`src/rtl/fp_pkg.sv`:
```
`default_nettype none
// +----------------------------------------------------------------------+
// | fp_pkg : FSM states, flag bit indices and format helper functions    |
// | Rev 1.0                                                              |
// +----------------------------------------------------------------------+
package fp_pkg;

   typedef enum logic [2:0] {
      ST_IDLE   = 3'd0,
      ST_UNPACK = 3'd1,
      ST_MUL    = 3'd2,
      ST_NORM   = 3'd3,
      ST_ROUND  = 3'd4,
      ST_DONE   = 3'd5
   } fp_state_t;

   localparam int FLG_INEXACT   = 0;
   localparam int FLG_UNDERFLOW = 1;
   localparam int FLG_OVERFLOW  = 2;
   localparam int FLG_INVALID   = 3;

   function automatic int fp_bias(input int exp_w);
      return (1 << (exp_w - 1)) - 1;
   endfunction

   // Quiet NaN: positive, all-ones exponent, only the fraction MSB set.
   function automatic logic [63:0] fp_qnan(input int exp_w, input int man_w);
      logic [63:0] exp_ones;
      exp_ones = (64'd1 << exp_w) - 64'd1;
      return (exp_ones << man_w) | (64'd1 << (man_w - 1));
   endfunction

endpackage
`default_nettype wire

```
`src/rtl/fp_mant_mul_seq.sv`:
```
`default_nettype none
// +----------------------------------------------------------------------+
// | fp_mant_mul_seq : radix-2 shift-add significand multiplier           |
// | Rev 1.0                                                              |
// +----------------------------------------------------------------------+
module fp_mant_mul_seq
   import fp_pkg::*;
#(
   parameter int MAN_W = 23
) (
   input  logic                 clk,
   input  logic                 rst_n,
   input  logic                 load,
   input  logic                 step,
   input  logic [MAN_W:0]       mcand,
   input  logic [MAN_W:0]       mplier,
   output logic [2*MAN_W+1:0]   product
);

   localparam int M = MAN_W + 1;

   logic [2*M-1:0] prod_q, prod_d;
   logic [M-1:0]   mcand_q, mcand_d;
   logic [M:0]     w_sum;

   // Multiplier sits in the low half and is consumed LSB first while the
   // partial sum shifts in from the top; M steps leave the full product.
   always_comb begin
      prod_d  = prod_q;
      mcand_d = mcand_q;
      w_sum   = {1'b0, prod_q[2*M-1:M]} + (prod_q[0] ? {1'b0, mcand_q} : '0);
      if (load) begin
         prod_d  = {{M{1'b0}}, mplier};
         mcand_d = mcand;
      end else if (step) begin
         prod_d  = {w_sum, prod_q[M-1:1]};
      end
   end

   always_ff @(posedge clk or negedge rst_n) begin
      if (!rst_n) begin
         prod_q  <= '0;
         mcand_q <= '0;
      end else begin
         prod_q  <= prod_d;
         mcand_q <= mcand_d;
      end
   end

   assign product = prod_q;

endmodule
`default_nettype wire

```
`src/rtl/fp_mul_iter.sv`:
```
`default_nettype none
// +----------------------------------------------------------------------+
// | fp_mul_iter : iterative IEEE-754-style multiplier, RNE, flush-to-zero|
// | Rev 1.0                                                              |
// +----------------------------------------------------------------------+
module fp_mul_iter
   import fp_pkg::*;
#(
   parameter int EXP_W = 8,
   parameter int MAN_W = 23
) (
   input  logic                   clk,
   input  logic                   rst_n,
   input  logic                   start_sig,
   input  logic [EXP_W+MAN_W:0]   A,
   input  logic [EXP_W+MAN_W:0]   B,
   output logic                   busy,
   output logic                   done_sig,
   output logic [EXP_W+MAN_W:0]   result,
   output logic [3:0]             flags
);

   localparam int W     = 1 + EXP_W + MAN_W;
   localparam int M     = MAN_W + 1;
   localparam int PW    = 2 * M;
   localparam int EW    = EXP_W + 2;
   localparam int CNT_W = $clog2(MAN_W + 2);
   localparam int BIAS  = fp_bias(EXP_W);
   localparam logic [63:0]   QNAN64  = fp_qnan(EXP_W, MAN_W);
   localparam logic [W-1:0]  QNAN    = QNAN64[W-1:0];
   localparam logic [EW-1:0] BIAS_E  = BIAS[EW-1:0];
   localparam logic [EW-1:0] EXP_MAX = {2'b00, {EXP_W{1'b1}}};

   fp_state_t        state_q, state_d;
   logic [W-1:0]     a_q, a_d, b_q, b_d;
   logic             sign_q, sign_d;
   logic [EW-1:0]    exp_q, exp_d;
   logic             spec_q, spec_d;
   logic [CNT_W-1:0] cnt_q, cnt_d;
   logic [PW-1:0]    nrm_q, nrm_d;
   logic             lost_q, lost_d;
   logic [W-1:0]     pend_res_q, pend_res_d;
   logic [3:0]       pend_flg_q, pend_flg_d;
   logic             busy_q, busy_d, done_q, done_d;
   logic [W-1:0]     result_q, result_d;
   logic [3:0]       flags_q, flags_d;

   logic [EXP_W-1:0] w_ea, w_eb;
   logic [MAN_W-1:0] w_fa, w_fb;
   logic             w_sign;
   logic             w_a_zero, w_a_inf, w_a_nan, w_a_snan;
   logic             w_b_zero, w_b_inf, w_b_nan, w_b_snan;
   logic             w_mul_load, w_mul_step;
   logic [PW-1:0]    w_prod;
   logic [MAN_W-1:0] w_frac;
   logic             w_guard, w_sticky, w_rup, w_inexact, w_ovf, w_unf;
   logic [MAN_W:0]   w_frac_r;
   logic [EW-1:0]    w_exp_r;

   assign w_ea     = a_q[W-2:MAN_W];
   assign w_eb     = b_q[W-2:MAN_W];
   assign w_fa     = a_q[MAN_W-1:0];
   assign w_fb     = b_q[MAN_W-1:0];
   assign w_sign   = a_q[W-1] ^ b_q[W-1];
   assign w_a_zero = (w_ea == '0);
   assign w_b_zero = (w_eb == '0);
   assign w_a_inf  = (&w_ea) && (w_fa == '0);
   assign w_b_inf  = (&w_eb) && (w_fb == '0);
   assign w_a_nan  = (&w_ea) && (w_fa != '0);
   assign w_b_nan  = (&w_eb) && (w_fb != '0);
   assign w_a_snan = w_a_nan && !w_fa[MAN_W-1];
   assign w_b_snan = w_b_nan && !w_fb[MAN_W-1];

   assign w_mul_load = (state_q == ST_UNPACK);
   assign w_mul_step = (state_q == ST_MUL);

   fp_mant_mul_seq #(.MAN_W(MAN_W)) u_mant_mul (
      .clk     (clk),
      .rst_n   (rst_n),
      .load    (w_mul_load),
      .step    (w_mul_step),
      .mcand   ({1'b1, w_fa}),
      .mplier  ({1'b1, w_fb}),
      .product (w_prod)
   );

   // After NORM the hidden one sits at bit PW-2; the shifted-out bit joins sticky.
   assign w_frac    = nrm_q[PW-3:M-1];
   assign w_guard   = nrm_q[M-2];
   assign w_sticky  = lost_q | (|nrm_q[M-3:0]);
   assign w_rup     = w_guard & (w_sticky | w_frac[0]);
   assign w_frac_r  = {1'b0, w_frac} + {{MAN_W{1'b0}}, w_rup};
   assign w_exp_r   = exp_q + {{(EW-1){1'b0}}, w_frac_r[MAN_W]};
   assign w_inexact = w_guard | w_sticky;
   assign w_ovf     = !w_exp_r[EW-1] && (w_exp_r >= EXP_MAX);
   assign w_unf     = w_exp_r[EW-1] || (w_exp_r == '0);

   always_comb begin
      state_d    = state_q;
      a_d        = a_q;
      b_d        = b_q;
      sign_d     = sign_q;
      exp_d      = exp_q;
      spec_d     = spec_q;
      cnt_d      = cnt_q;
      nrm_d      = nrm_q;
      lost_d     = lost_q;
      pend_res_d = pend_res_q;
      pend_flg_d = pend_flg_q;
      busy_d     = busy_q;
      done_d     = 1'b0;
      result_d   = result_q;
      flags_d    = flags_q;
      case (state_q)
         ST_IDLE: begin
            if (start_sig) begin
               a_d     = A;
               b_d     = B;
               busy_d  = 1'b1;
               state_d = ST_UNPACK;
            end
         end
         ST_UNPACK: begin
            sign_d     = w_sign;
            exp_d      = {2'b00, w_ea} + {2'b00, w_eb} - BIAS_E;
            cnt_d      = '0;
            spec_d     = 1'b1;
            pend_flg_d = '0;
            if (w_a_nan || w_b_nan) begin
               pend_res_d              = QNAN;
               pend_flg_d[FLG_INVALID] = w_a_snan | w_b_snan;
            end else if ((w_a_inf && w_b_zero) || (w_b_inf && w_a_zero)) begin
               pend_res_d              = QNAN;
               pend_flg_d[FLG_INVALID] = 1'b1;
            end else if (w_a_inf || w_b_inf) begin
               pend_res_d = {w_sign, {EXP_W{1'b1}}, {MAN_W{1'b0}}};
            end else if (w_a_zero || w_b_zero) begin
               pend_res_d = {w_sign, {(W-1){1'b0}}};
            end else begin
               spec_d     = 1'b0;
            end
            state_d = ST_MUL;
         end
         ST_MUL: begin
            cnt_d = cnt_q + CNT_W'(1);
            if (cnt_q == CNT_W'(MAN_W)) begin
               state_d = ST_NORM;
            end
         end
         ST_NORM: begin
            if (w_prod[PW-1]) begin
               nrm_d  = {1'b0, w_prod[PW-1:1]};
               lost_d = w_prod[0];
               exp_d  = exp_q + EW'(1);
            end else begin
               nrm_d  = w_prod;
               lost_d = 1'b0;
            end
            state_d = ST_ROUND;
         end
         ST_ROUND: begin
            if (!spec_q) begin
               pend_flg_d = '0;
               if (w_ovf) begin
                  pend_res_d                = {sign_q, {EXP_W{1'b1}}, {MAN_W{1'b0}}};
                  pend_flg_d[FLG_OVERFLOW]  = 1'b1;
                  pend_flg_d[FLG_INEXACT]   = 1'b1;
               end else if (w_unf) begin
                  pend_res_d                = {sign_q, {(W-1){1'b0}}};
                  pend_flg_d[FLG_UNDERFLOW] = 1'b1;
                  pend_flg_d[FLG_INEXACT]   = 1'b1;
               end else begin
                  pend_res_d                = {sign_q, w_exp_r[EXP_W-1:0], w_frac_r[MAN_W-1:0]};
                  pend_flg_d[FLG_INEXACT]   = w_inexact;
               end
            end
            state_d = ST_DONE;
         end
         ST_DONE: begin
            result_d = pend_res_q;
            flags_d  = pend_flg_q;
            done_d   = 1'b1;
            busy_d   = 1'b0;
            state_d  = ST_IDLE;
         end
         default: begin
            state_d = ST_IDLE;
            busy_d  = 1'b0;
         end
      endcase
   end

   always_ff @(posedge clk or negedge rst_n) begin
      if (!rst_n) begin
         state_q    <= ST_IDLE;
         a_q        <= '0;
         b_q        <= '0;
         sign_q     <= 1'b0;
         exp_q      <= '0;
         spec_q     <= 1'b0;
         cnt_q      <= '0;
         nrm_q      <= '0;
         lost_q     <= 1'b0;
         pend_res_q <= '0;
         pend_flg_q <= '0;
         busy_q     <= 1'b0;
         done_q     <= 1'b0;
         result_q   <= '0;
         flags_q    <= '0;
      end else begin
         state_q    <= state_d;
         a_q        <= a_d;
         b_q        <= b_d;
         sign_q     <= sign_d;
         exp_q      <= exp_d;
         spec_q     <= spec_d;
         cnt_q      <= cnt_d;
         nrm_q      <= nrm_d;
         lost_q     <= lost_d;
         pend_res_q <= pend_res_d;
         pend_flg_q <= pend_flg_d;
         busy_q     <= busy_d;
         done_q     <= done_d;
         result_q   <= result_d;
         flags_q    <= flags_d;
      end
   end

   assign busy     = busy_q;
   assign done_sig = done_q;
   assign result   = result_q;
   assign flags    = flags_q;

endmodule
`default_nettype wire

```
`config.mk`:
```
export PLATFORM = sky130hd
export DESIGN_NAME = fp_mul_iter
export DESIGN_NICKNAME = d
export VERILOG_FILES = /design/src/rtl/fp_pkg.sv /design/src/rtl/fp_mant_mul_seq.sv /design/src/rtl/fp_mul_iter.sv
export SDC_FILE = /design/constraint.sdc
export NUM_CORES = 1
export LEC_CHECK = 0
export BUFFER_PORTS_ARGS = -buffer_cell sky130_fd_sc_hd__buf_2
export CORE_ASPECT_RATIO = 1.5
export CORE_UTILIZATION = 50
export DETAILED_ROUTE_END_ITERATION = 10
export GPL_TIMING_DRIVEN = 0
export PLACE_DENSITY_LB_ADDON = 0.15
export SYNTH_ARGS = -nofsm -noshare
export SYNTH_HDL_FRONTEND = slang
export SYNTH_SLANG_ARGS = --single-unit
```
`constraint.sdc`:
```
create_clock -name clk -period 11.4 [get_ports clk]
set_clock_uncertainty 0.15 [all_clocks]
set_input_delay 1.71 -clock clk [delete_from_list [all_inputs] [get_ports clk]]
set_output_delay 1.71 -clock clk [all_outputs]
set_load 0.01 [all_outputs]
```
-- After elaboration in Yosys (flattened, before gate mapping)
Cells that the tools add are included.
Widths: inputs -> output; s select.
- bits in read-only memories: 0
- output and inout port bits: 38
- bits in latches: 0
- memories: 0
- logic and storage cells: 116
- flip-flop bits (word level): 277
- bits in writable memories: 0
- bitwise operators: 7
- reductions and logical operators: 38
- eq/ne operators: 11
- order comparisons: 1
- shifts and indexed selects: 0
- div/mod/pow operators: 0
- $mul: 0
- mux-type cells: 35
- add/subtract/negate cells: 7
- operators by type and width (operator ; number):
    $mux 32 ; 5
    $mux 48 ; 2
    $pmux 32 s2 ; 1
    $mux 31 ; 2
    $logic_not 23->1 ; 2
    $mux 46 ; 1
    $reduce_bool 23->1 ; 2
    $add 24x24->25 ; 1
    $add 23x1->24 ; 1
    $mux 24 ; 1
    $reduce_or 22->1 ; 1
    $pmux 10 s2 ; 1
    $logic_not 8->1 ; 2
    $reduce_and 8->1 ; 2
    $pmux 3 s5 ; 1
    $mux 1 ; 14
    $add 10x1->10 ; 1
    $add 10x1->10 const B ; 1
    $ge 10x8->1 const B ; 1
    $logic_not 10->1 ; 1
    $mux 10 ; 1
    $pmux 5 s2 ; 1
    $reduce_and 2->1 ; 5
    $sub 9x7->10 const B ; 1
    24 further kinds ; 48

-- Logic depth before layout (Yosys ltp)
Gate-level depths: netlist (run 1).
- word-level depth: 12
- depth in mapped cells: 15
- gate-level depth less buffers: 15

-- By module
A second synthesis (run 1) with hierarchy kept.
- cells, all modules: 1324
- area, all modules: 14134.8 sq um
- by module, submodules not included (module ; sequential area each (sq um) ; cells an instance ; instances ; area an instance (sq um)):
    fp_mul_iter ; 5129.9 ; 887 ; 1 ; 9786.9
    fp_mant_mul_seq ; 1801.7 ; 437 ; 1 ; 4347.9

-- Least setup slack after synthesis (run 1)
OpenSTA, ideal clock, no wires.
- path type: register to register
- start: reg nrm_q[22]
- end: reg pend_res_q[12]
- slack: 7.769 ns
- arrival: 3.389 ns
- buffers on the path: 1
- setup time: 0.092 ns
- clock period less this slack: 3.631 ns
- required time: 11.158 ns
- stages on the path, launching flop included: 16
- cell sequence: dfrtp_1 and2_1 nand3_1 nor2_1 nand2_1 nor4_1 and3_1 ha_1 ha_1 nand3_1 nor3_1 nor4b_2 a311oi_4 nand2_4 buf_6 o31ai_2
- longest elaborated chain between the ends: 9
- elaborated cells on any way between the ends: 12
- RTL lines (item ; RTL line ; RTL):
    start, declared ; fp_mul_iter.sv:40 ; logic [PW-1:0] nrm_q, nrm_d;
    start signal, assigned ; fp_mul_iter.sv:218 ; nrm_q <= nrm_d;
    $and 1x1->1 * ; fp_mul_iter.sv:91 ; assign w_rup = w_guard & (w_sticky | w_frac[0]);
    $add 23x1->24 * ; fp_mul_iter.sv:92 ; assign w_frac_r = {1'b0, w_frac} + {{MAN_W{1'b0}}, w_rup};
    branches (longest 4 deep; another with $add 10x1->10) ; n/a ;
    $mux 31 * ; fp_mul_iter.sv:164 ; if (w_ovf) begin
    $mux 32 * ; fp_mul_iter.sv:162 ; if (!spec_q) begin
    $pmux 32 s2 * ; fp_mul_iter.sv:114 ; case (state_q)
    end signal, assigned ; fp_mul_iter.sv:220 ; pend_res_q <= pend_res_d;
    end, declared ; fp_mul_iter.sv:42 ; logic [W-1:0] pend_res_q, pend_res_d;
Mark *: on every way between the ends. The select of a mux whose other input is x is not followed.
A chain may end at the register's enable or synchronous reset.

-- Worst setup path in the final report (run 1)
- start: reg nrm_q[22]
- end: reg pend_res_q[15]
Same word-level chain as after synthesis.

==> impl_metrics.yaml, run 1 <==
status:
  status: "complete, but fails checks"
  violations: "DRC"
timing:
  period_share_pct: 39.9
  final_max_slew_viol_count: 0
  fmax_ghz: 0.220
  rsz0062_at_grt: "false"
  finalSetupTns_ns: 0
  period_needed_ns: 4.55
  slew_headroom_pct: 41.0
  setup_violations: 0
  fin_ws_ns: 6.85
  tightestPinTransition_ns: 0.882
  hold_violations: 0
final_layout:
  fin_nets: 1719
  antenna_cells: 0
  nFillCells: 2464
  area_growth_pct: 13.6
  drive_gt1_share_pct: 16.1
  final_util_pct: 58.2
drt:
  avgRoutedWirePerCell_um: 16.9
  totalWireLength_um: 33200
  vias: 10800
  firstDrtPassIters: 10
  drt-initial-drc-count: 644
  ant_nets: 0
  route.detailed.drc: 8
  routed_via_density: 5.50
job:
  cap_violations: 0
clock_tree:
  cts_hold_buf: 0
  worstSkewPairLatency_ns: 0.55
  cts_buffer_depth: 3
  cts_resized: 0
  htreeDepth: 1
  cts_buffers: 28
  root_buffer: "clkbuf_16"
  cts_setup_buffers: 0
  path_clk_slew_ns: 0.06
  cts_tree: "yes"
  cts.sink_count: 277
yosys:
  yosys.cell_types.count: 79
  syn_nets: 1583
  synth_area_mm2: 0.0141
  netlist_instances: 1470
  synth_async_sr_flop_share_pct: 100
  synthFlopType: "dfrtp_1"
  ys_top_cells_by_count: "nand2_1, dfrtp_1, o21ai_0"
  ys_ff_latch: 277
  avgSynthCellArea_um2: 9.58
  ys_seq_area_share_pct: 49.2
  synthTopCellsByArea: "dfrtp_1, nand2_1, mux2_2"
  ys.warnings.count: 0
  synth_edf_count: 0
  synth.most_common_cell: "nand2_1"
  synth_top_cell_by_area: "dfrtp_1"
  yosysTopAreaCellShare_pct: 49.2
global_routing:
  top_usage_layer: "met2"
  gr-usage-met3_pct: 2.84
  grt_pass1_wl_um: 56000
  grt_pass1_vias: 11100
  grt_start_max_net_pins: 123
  grtUsageMet1_pct: 30.0
  gr-usage-all-layers_pct: 23.9
  antenna_found_initial: 0
  grt.met2_usage_pct: 42.7
  grt_overflow_total: 0
placement:
  dp_hpwl_um: 25100
  gp_congestion: 0.878
  io_buffers: 104
  place_ws_ns: 6.83
power:
  vdd.ir_drop.worst_uv: 162
  p_leak_nw: 7.32
  p_per_area_mw_per_mm2: 284
  totalPowerFinal_mw: 4.54
worst_setup_path:
  critPathMaxStageDelay_ns: 0.43
  cp_slowest_cell: "nor4_1"
  end_kind: "flop"
  start_kind: "flop"
  cp_max_fo: 10
  crit_type: "flop to flop"
  worstPathArrival_ns: 4.86
  critPathRequiredTime_ns: 11.71
  crit_chain: "and2_1, nand3_1, nor2_1, nand2_1, nor4_1, and3_1, ha_1, ha_1, nand3_1, nor3_1, nor4b_2, a311oi_4, nand2_4, buf_6, o31ai_2"
die:
  start_util_pct: 51.2
  core_mm2: 0.0275
  die_h_um: 208
  rows: 74
  fp.dieArea_mm2: 0.0289
  die_width_um: 139
  num_io_pins: 105
min_path:
  worst_hold_path_type: "flop to flop"
cells by family after synthesis:
logic type / after synthesis / share of synthesized area [%]
buffers and inverters: 101 / 2.98
adder cells (fa/ha/maj): 46 / 4.19
XOR/XNOR: 48 / 2.98
AND/OR/NAND/NOR: 617 / 19.3
flip-flops: 277 / 49.2
multiplexers: 111 / 8.42
AO/OA/AOI/OAI: 270 / 12.9
worst max-delay path: cells and delay by family, from the launching register on:
family | cells | cell delay, ns
simple gates | 10 | 2.48
compound gates | 2 | 0.65
fa+ha+maj | 2 | 0.58
flops | 1 | 0.41
buf+inv | 1 | 0.18
report_power, final:
| part | internal [mW] | switching, mW |
|---|---|---|
| Combinational | 0.782 | 1.12 |
| Sequential | 1.38 | 0.348 |
| Clock | 0.531 | 0.378 |
| Total | 2.70 | 1.84 |
layout make-up:
cell class                 count  area (um^2)  area share, %
buffer                        76          325           2.03
clock buffer                  42          845           5.28
clock inverter                 6         63.8          0.399
inverter                      25         93.8          0.586
multi-input combinational   1092         6730           42.1
sequential                   277         6930           43.3
tap                          342          428           2.67
timing repair buffer         106          586           3.66
placed cells by master, fill, tap and decap left out, types with 17 or more instances in the layout:
master,Yosys,final
nand2_1,366,366
and2_1,29,29
nor3_1,24,24
mux2_2,60,60
ha_1,44,44
o31ai_2,18,18
a31oi_1,27,27
clkbuf_1,45,51
clkbuf_16,0,29
mux2i_1,51,51
a21oi_1,43,43
xnor2_1,37,37
nor2_1,85,85
inv_1,23,23
nor4_1,17,17
o21ai_0,95,95
buf_2,10,113
dfrtp_1,277,277
nand3_1,33,33
stage by stage:
step / hold WS, ns / instance area (um^2) / instances
global route: 0.333 / 16000 / 1966
finish: 0.315 / 16000 / 1966
global placement: 0.290 / 15000 / 1916
detailed placement: 0.303 / 15100 / 1918
CTS: 0.318 / 16000 / 1966
floorplan: 0.275 / 14100 / 1470
flip-flops by register name, indices dropped and copies added, names as in the netlist, 5 cells and up:
signal              cells
a_q                    32
u_mant_mul.product     48
nrm_q                  46
b_q                    32
result                 32
pend_res_q             32
exp_q                  10
cnt_q                   5
u_mant_mul.mcand_q     24
metal layers:
layer | wire, um | vias up
li1 | - | 5382
met1 | 14300 | 5150
met2 | 16800 | 230
met3 | 1230 | 57
met4 | 803 | 0
met5 | 0 | -
path summary, 6_finish.rpt:
path                            startpoint  cells past startpoint  slack, ns             end
worst min register to register   result[7]                      2       0.31       result[7]
worst max-delay path             nrm_q[22]                     15       6.85  pend_res_q[15]
worst max register to register   nrm_q[22]                     15       6.85  pend_res_q[15]
min in group asynchronous            rst_n                      1       0.91      result[15]
max in group asynchronous            rst_n                      2       9.23         b_q[26]
worst min-delay path             result[7]                      2       0.31       result[7]
Note: power is estimated with default switching activity, not from simulation.
==> inputs of run 2 (changes only) <==
==> constraint.sdc (replaced) <==
create_clock -name clk -period 4.55 [get_ports clk]
set_clock_uncertainty 0.15 [all_clocks]
set_input_delay 0.6825 -clock clk [delete_from_list [all_inputs] [get_ports clk]]
set_output_delay 0.6825 -clock clk [all_outputs]
set_load 0.01 [all_outputs]
==> impl_metrics.yaml, run 2 (synthesis gave the netlist of run 1 again) <==
timing:
  tightestPinTransition_ns: 0.862
  hold-worst-slack_ns: 0.181
  hold_violations: 0
  period_needed_ns: 4.26
  period_share_pct: 93.7
  final_max_slew_viol_count: 0
  finalSetupTns_ns: 0
  fmax_ghz: 0.234
  rsz0062_at_grt: "false"
  slew_headroom_pct: 42.3
  setup_violations: 0
clock_tree:
  path_clk_slew_ns: 0.06
  worstSkewPairLatency_ns: 0.55
  cts_buffers: 28
  cts_tree: "yes"
  cts_buffer_depth: 3
  htreeDepth: 1
  root_buffer: "clkbuf_16"
  cts.sink_count: 277
  cts_setup_buffers: 0
final_layout:
  fin_area_mm2: 0.0160
  final_cell_mix: "nand2_1, dfrtp_1, buf_2"
  largest_reg_flops: 48
  drive_gt1_share_pct: 16.2
  area_growth_pct: 13.9
  fin_nets: 1720
  final_common_cell: "nand2_1"
  antenna_cells: 0
  nFillCells: 2461
status:
  violations: "DRC"
  status: "complete, but fails checks"
die:
  core_mm2: 0.0275
  die_width_um: 139
  start_util_pct: 51.2
  fp.dieArea_mm2: 0.0289
  num_io_pins: 105
  rows: 74
  die_h_um: 208
placement:
  dp_hpwl_um: 25100
  io_buffers: 104
  placed_cell_area_mm2: 0.0151
  gp_congestion: 0.878
global_routing:
  gr-usage-all-layers_pct: 23.9
  grt_overflow_total: 0
  antenna_found_initial: 0
  grt_start_max_net_pins: 123
  grt_pass1_vias: 11100
  grt_pass1_wl_um: 56000
drt:
  firstDrtPassIters: 10
  routed_via_density: 5.52
  avgRoutedWirePerCell_um: 16.8
  ant_nets: 0
  route.detailed.drc: 8
  vias: 10900
  drt-initial-drc-count: 681
  totalWireLength_um: 33100
worst_setup_path:
  rr_worst_depth: 15
  crit_cells: 15
  critPathRequiredTime_ns: 4.86
  end_kind: "flop"
  start_kind: "flop"
  cp_max_fo: 10
  cp_slowest_cell: "a311oi_4"
  crit_type: "flop to flop"
  critical-path-top-delay-family: "simple AND/OR/NAND/NOR gates"
  worst-path-buf-inv: 1
  critPathMaxStageDelay_ns: 0.42
  worstPathArrival_ns: 4.57
  crit_chain: "and2_1, nand3_1, nor2_2, nand2_1, nor4_2, and3_1, ha_1, ha_1, nand3_1, nor3_2, nor4b_4, a311oi_4, nand2_4, buf_6, o31ai_2"
power:
  clkPwrFrac_pct: 20.0
  p_int_mw: 6.76
  combPwrFrac_pct: 41.8
  p_per_area_mw_per_mm2: 710
  vdd.ir_drop.worst_uv: 409
  switching_power_mw: 4.62
  power_switching_share_pct: 40.6
  p_leak_nw: 7.33
  p_seq_share_pct: 38.1
min_path:
  min_path_cells: 3
  worst_hold_path_type: "input port to flop"
job:
  cap_violations: 0
==> run 2: cell types whose count changed in the layout (fill, tap and decap cells not counted), sizes merged <==
cell,delta
dlygate4sd3,+1
==> run 2: final cells by class <==
type	count	area, um^2	area share (%)
tap	342	428	2.67
clock inverter	6	63.8	0.398
timing repair buffer	107	596	3.71
sequential	277	6930	43.2
clock buffer	42	845	5.27
inverter	25	93.8	0.585
multi-input combinational	1092	6760	42.1
buffer	76	325	2.03
==> run 2: final timing paths <==
| path | from | end | slack (ns) |
|---|---|---|---|
| worst max-delay path | nrm_q[22] | pend_res_q[15] | 0.29 |
| worst min-delay path | A[23] | a_q[23] | 0.18 |
| worst max register to register | nrm_q[22] | pend_res_q[15] | 0.29 |
| worst min register to register | result[7] | result[7] | 0.31 |
| max in group asynchronous | rst_n | b_q[26] | 2.82 |
| min in group asynchronous | rst_n | result[15] | 0.47 |
==> run 2: per-layer routing <==
layer  vias up  part of all wire [%]  wire length (um)  GRT usage [%]
li1       5392                     -                 -              -
met1      5170                    42             14000           30.0
met2       236                    51             16900           42.7
met3        55                   4.1              1370           2.84
met4         0                   2.5               817           7.70
met5         -                     0                 0              0
==> run 2: worst min-delay path: stages <==
cell and delay, ns:
buf_2 0.07, nand2_1 0.03, o21ai_0 0.06
==> run 2: power groups by stage <==
stage	Clock, mW	Combinational, mW	Sequential, mW
floorplan	0	3.48	4.10
global placement	0	4.62	4.33
detailed placement	0	4.74	4.38
CTS	2.33	4.77	4.33
global route	2.43	5.32	4.48
finish	2.28	4.76	4.34
==> run 2: timing repair <==
action,4_1_cts,5_1_grt
resized for setup,1,3
pin swaps,0,0
endpoints found under the setup margin,19,32
hold endpoints to repair,53,0
gates cloned,0,0
hold buffers,1,0
==> run 2: stage by stage <==
step	util, %	worst slack, ns	cells	total power [mW]
after floorplan	-	0.919	1470	7.59
after global placement	54.7	-2.42	1916	8.95
after detailed placement	54.9	-0.0220	1918	9.11
after CTS	58.3	0.0620	1967	11.4
after global routing	58.3	0.00155	1967	12.2
final	58.3	0.286	1967	11.4
==> inputs of run 3 (changes only) <==
--- a/config.mk
+++ b/config.mk
@@ -5,10 +5,10 @@
 export SDC_FILE = /design/constraint.sdc
 export NUM_CORES = 1
 export LEC_CHECK = 0
-export BUFFER_PORTS_ARGS = -buffer_cell sky130_fd_sc_hd__buf_2
 export CORE_ASPECT_RATIO = 1.5
 export CORE_UTILIZATION = 50
 export DETAILED_ROUTE_END_ITERATION = 10
+export DONT_BUFFER_PORTS = 1
 export GPL_TIMING_DRIVEN = 0
 export PLACE_DENSITY_LB_ADDON = 0.15
 export SYNTH_ARGS = -nofsm -noshare
==> impl_metrics.yaml, run 3 (synthesis gave the netlist of run 1 again) <==
clock_tree:
  cts_buffers: 27
  cts_setup_buffers: 0
  cts_tree: "yes"
  cts.sink_count: 277
  root_buffer: "clkbuf_16"
  cts_buffer_depth: 3
  path_clk_slew_ns: 0.06
  worstSkewPairLatency_ns: 0.55
  htreeDepth: 1
drt:
  met1Wirelength_um: 14300
  ant_nets: 0
  firstDrtPassIters: 8
  routed_via_density: 5.63
  vias: 10500
  wl_met2_um: 16000
  drt-initial-drc-count: 681
  wl_met3_um: 1530
  highest_layer: "met4"
  route.detailed.drc: 8
  totalWireLength_um: 32800
  avgRoutedWirePerCell_um: 17.6
worst_setup_path:
  crit_type: "flop to flop"
  critPathMaxStageDelay_ns: 0.40
  end_kind: "flop"
  start_kind: "flop"
  critPathRequiredTime_ns: 4.80
  crit_chain: "and2_1, nand3_1, nor2_2, nand2_1, nor4_2, and3_1, ha_1, ha_1, nand3_1, o21a_1, nor4b_4, a311oi_4, nand2_4, buf_6, o31ai_2"
  worstPathArrival_ns: 4.49
  cp_slowest_cell: "dfrtp_1"
  rr_worst_depth: 15
  crit_cells: 15
  worst-path-buf-inv: 1
  critical-path-top-delay-family: "simple AND/OR/NAND/NOR gates"
  cp_max_fo: 10
timing:
  period_needed_ns: 4.24
  fmax_ghz: 0.236
  final_max_slew_viol_count: 0
  hold_violations: 277
  setup_violations: 0
  tightestPinTransition_ns: 0.836
  rsz0062_at_grt: "false"
  hold-worst-slack_ns: -0.318
  period_share_pct: 93.3
  slew_headroom_pct: 44.1
  finalSetupTns_ns: 0
die:
  fp.dieArea_mm2: 0.0289
  die_h_um: 208
  core_mm2: 0.0275
  num_io_pins: 105
  start_util_pct: 51.2
  die_width_um: 139
  rows: 74
power:
  p_per_area_mw_per_mm2: 732
  vdd.ir_drop.worst_uv: 463
  p_leak_nw: 6.84
  totalPowerFinal_mw: 11.3
placement:
  gp_congestion: 0.878
  placed_cell_area_mm2: 0.0145
  dp_hpwl_um: 24200
  io_buffers: 0
final_layout:
  fin_area_mm2: 0.0155
  area_growth_pct: 9.77
  antenna_cells: 0
  multi_input_area_mm2: 0.00676
  final_cell_mix: "nand2_1, dfrtp_1, o21ai_0"
  fin_nets: 1612
  final_common_cell: "nand2_1"
  drive_gt1_share_pct: 10.5
  regArea_mm2: 0.00693
  nFillCells: 2449
  largest_reg_flops: 48
status:
  status: "complete, but fails checks"
  violations: "DRC, hold timing"
global_routing:
  grt_overflow_total: 0
  grt_pass1_wl_um: 54300
  antenna_found_initial: 0
  grt_start_max_net_pins: 278
  grt_pass1_vias: 10600
  gr-usage-all-layers_pct: 23.4
min_path:
  worst_hold_path_type: "input port to async pin"
job:
  cap_violations: 0
## run 3: power by group
group / internal (mW) / switching [mW] / leakage [nW]
clock: 1.38 / 0.963 / 0.453
sequential: 3.47 / 0.914 / 3.50
combinational: 1.90 / 2.69 / 2.89
## run 3: routing by layer
layer | vias up | global-route usage (%)
li1 | 5171 | -
met1 | 4997 | 29.8
met2 | 252 | 40.6
met3 | 64 | 3.14
met4 | 0 | 8.62
met5 | - | 0
## run 3: path summary, 6_finish.rpt
kind                          startpoint        endpoint  slack (ns)
setup reg to reg               nrm_q[23]  pend_res_q[12]        0.31
max in group asynchronous          rst_n        exp_q[9]        4.06
hold reg to reg            pend_res_q[8]       result[8]        0.31
min in group clk                   A[23]         a_q[23]        0.11
hold / removal                     rst_n      result[15]       -0.32
setup / recovery               nrm_q[23]  pend_res_q[12]        0.31
## run 3: what timing repair did
action	in CTS	in global routing
hold endpoints to repair	277	277
endpoints found under the setup margin	6	32
gates resized for setup	1	4
cloned	0	0
## run 3: stage by stage
step           hold slack [ns]  cells  util [%]  setup WS (ns)
2_1_floorplan            0.237   1470         -          0.919
3_3_place_gp             0.244   1812      52.8         0.0192
3_5_place_dp             0.244   1812      52.8        0.00985
4_1_cts                 -0.335   1861      56.1         0.0906
5_1_grt                 -0.335   1861      56.2         0.0100
6_report                -0.318   1861      56.2          0.306
## run 3: cell type report
| cell class | instances | share of cell area, % |
|---|---|---|
| sequential | 277 | 44.8 |
| multi-input combinational | 1092 | 43.7 |
| clock buffer | 37 | 4.87 |
| tap | 342 | 2.77 |
| buffer | 76 | 2.10 |
| clock inverter | 12 | 1.08 |
| inverter | 25 | 0.607 |
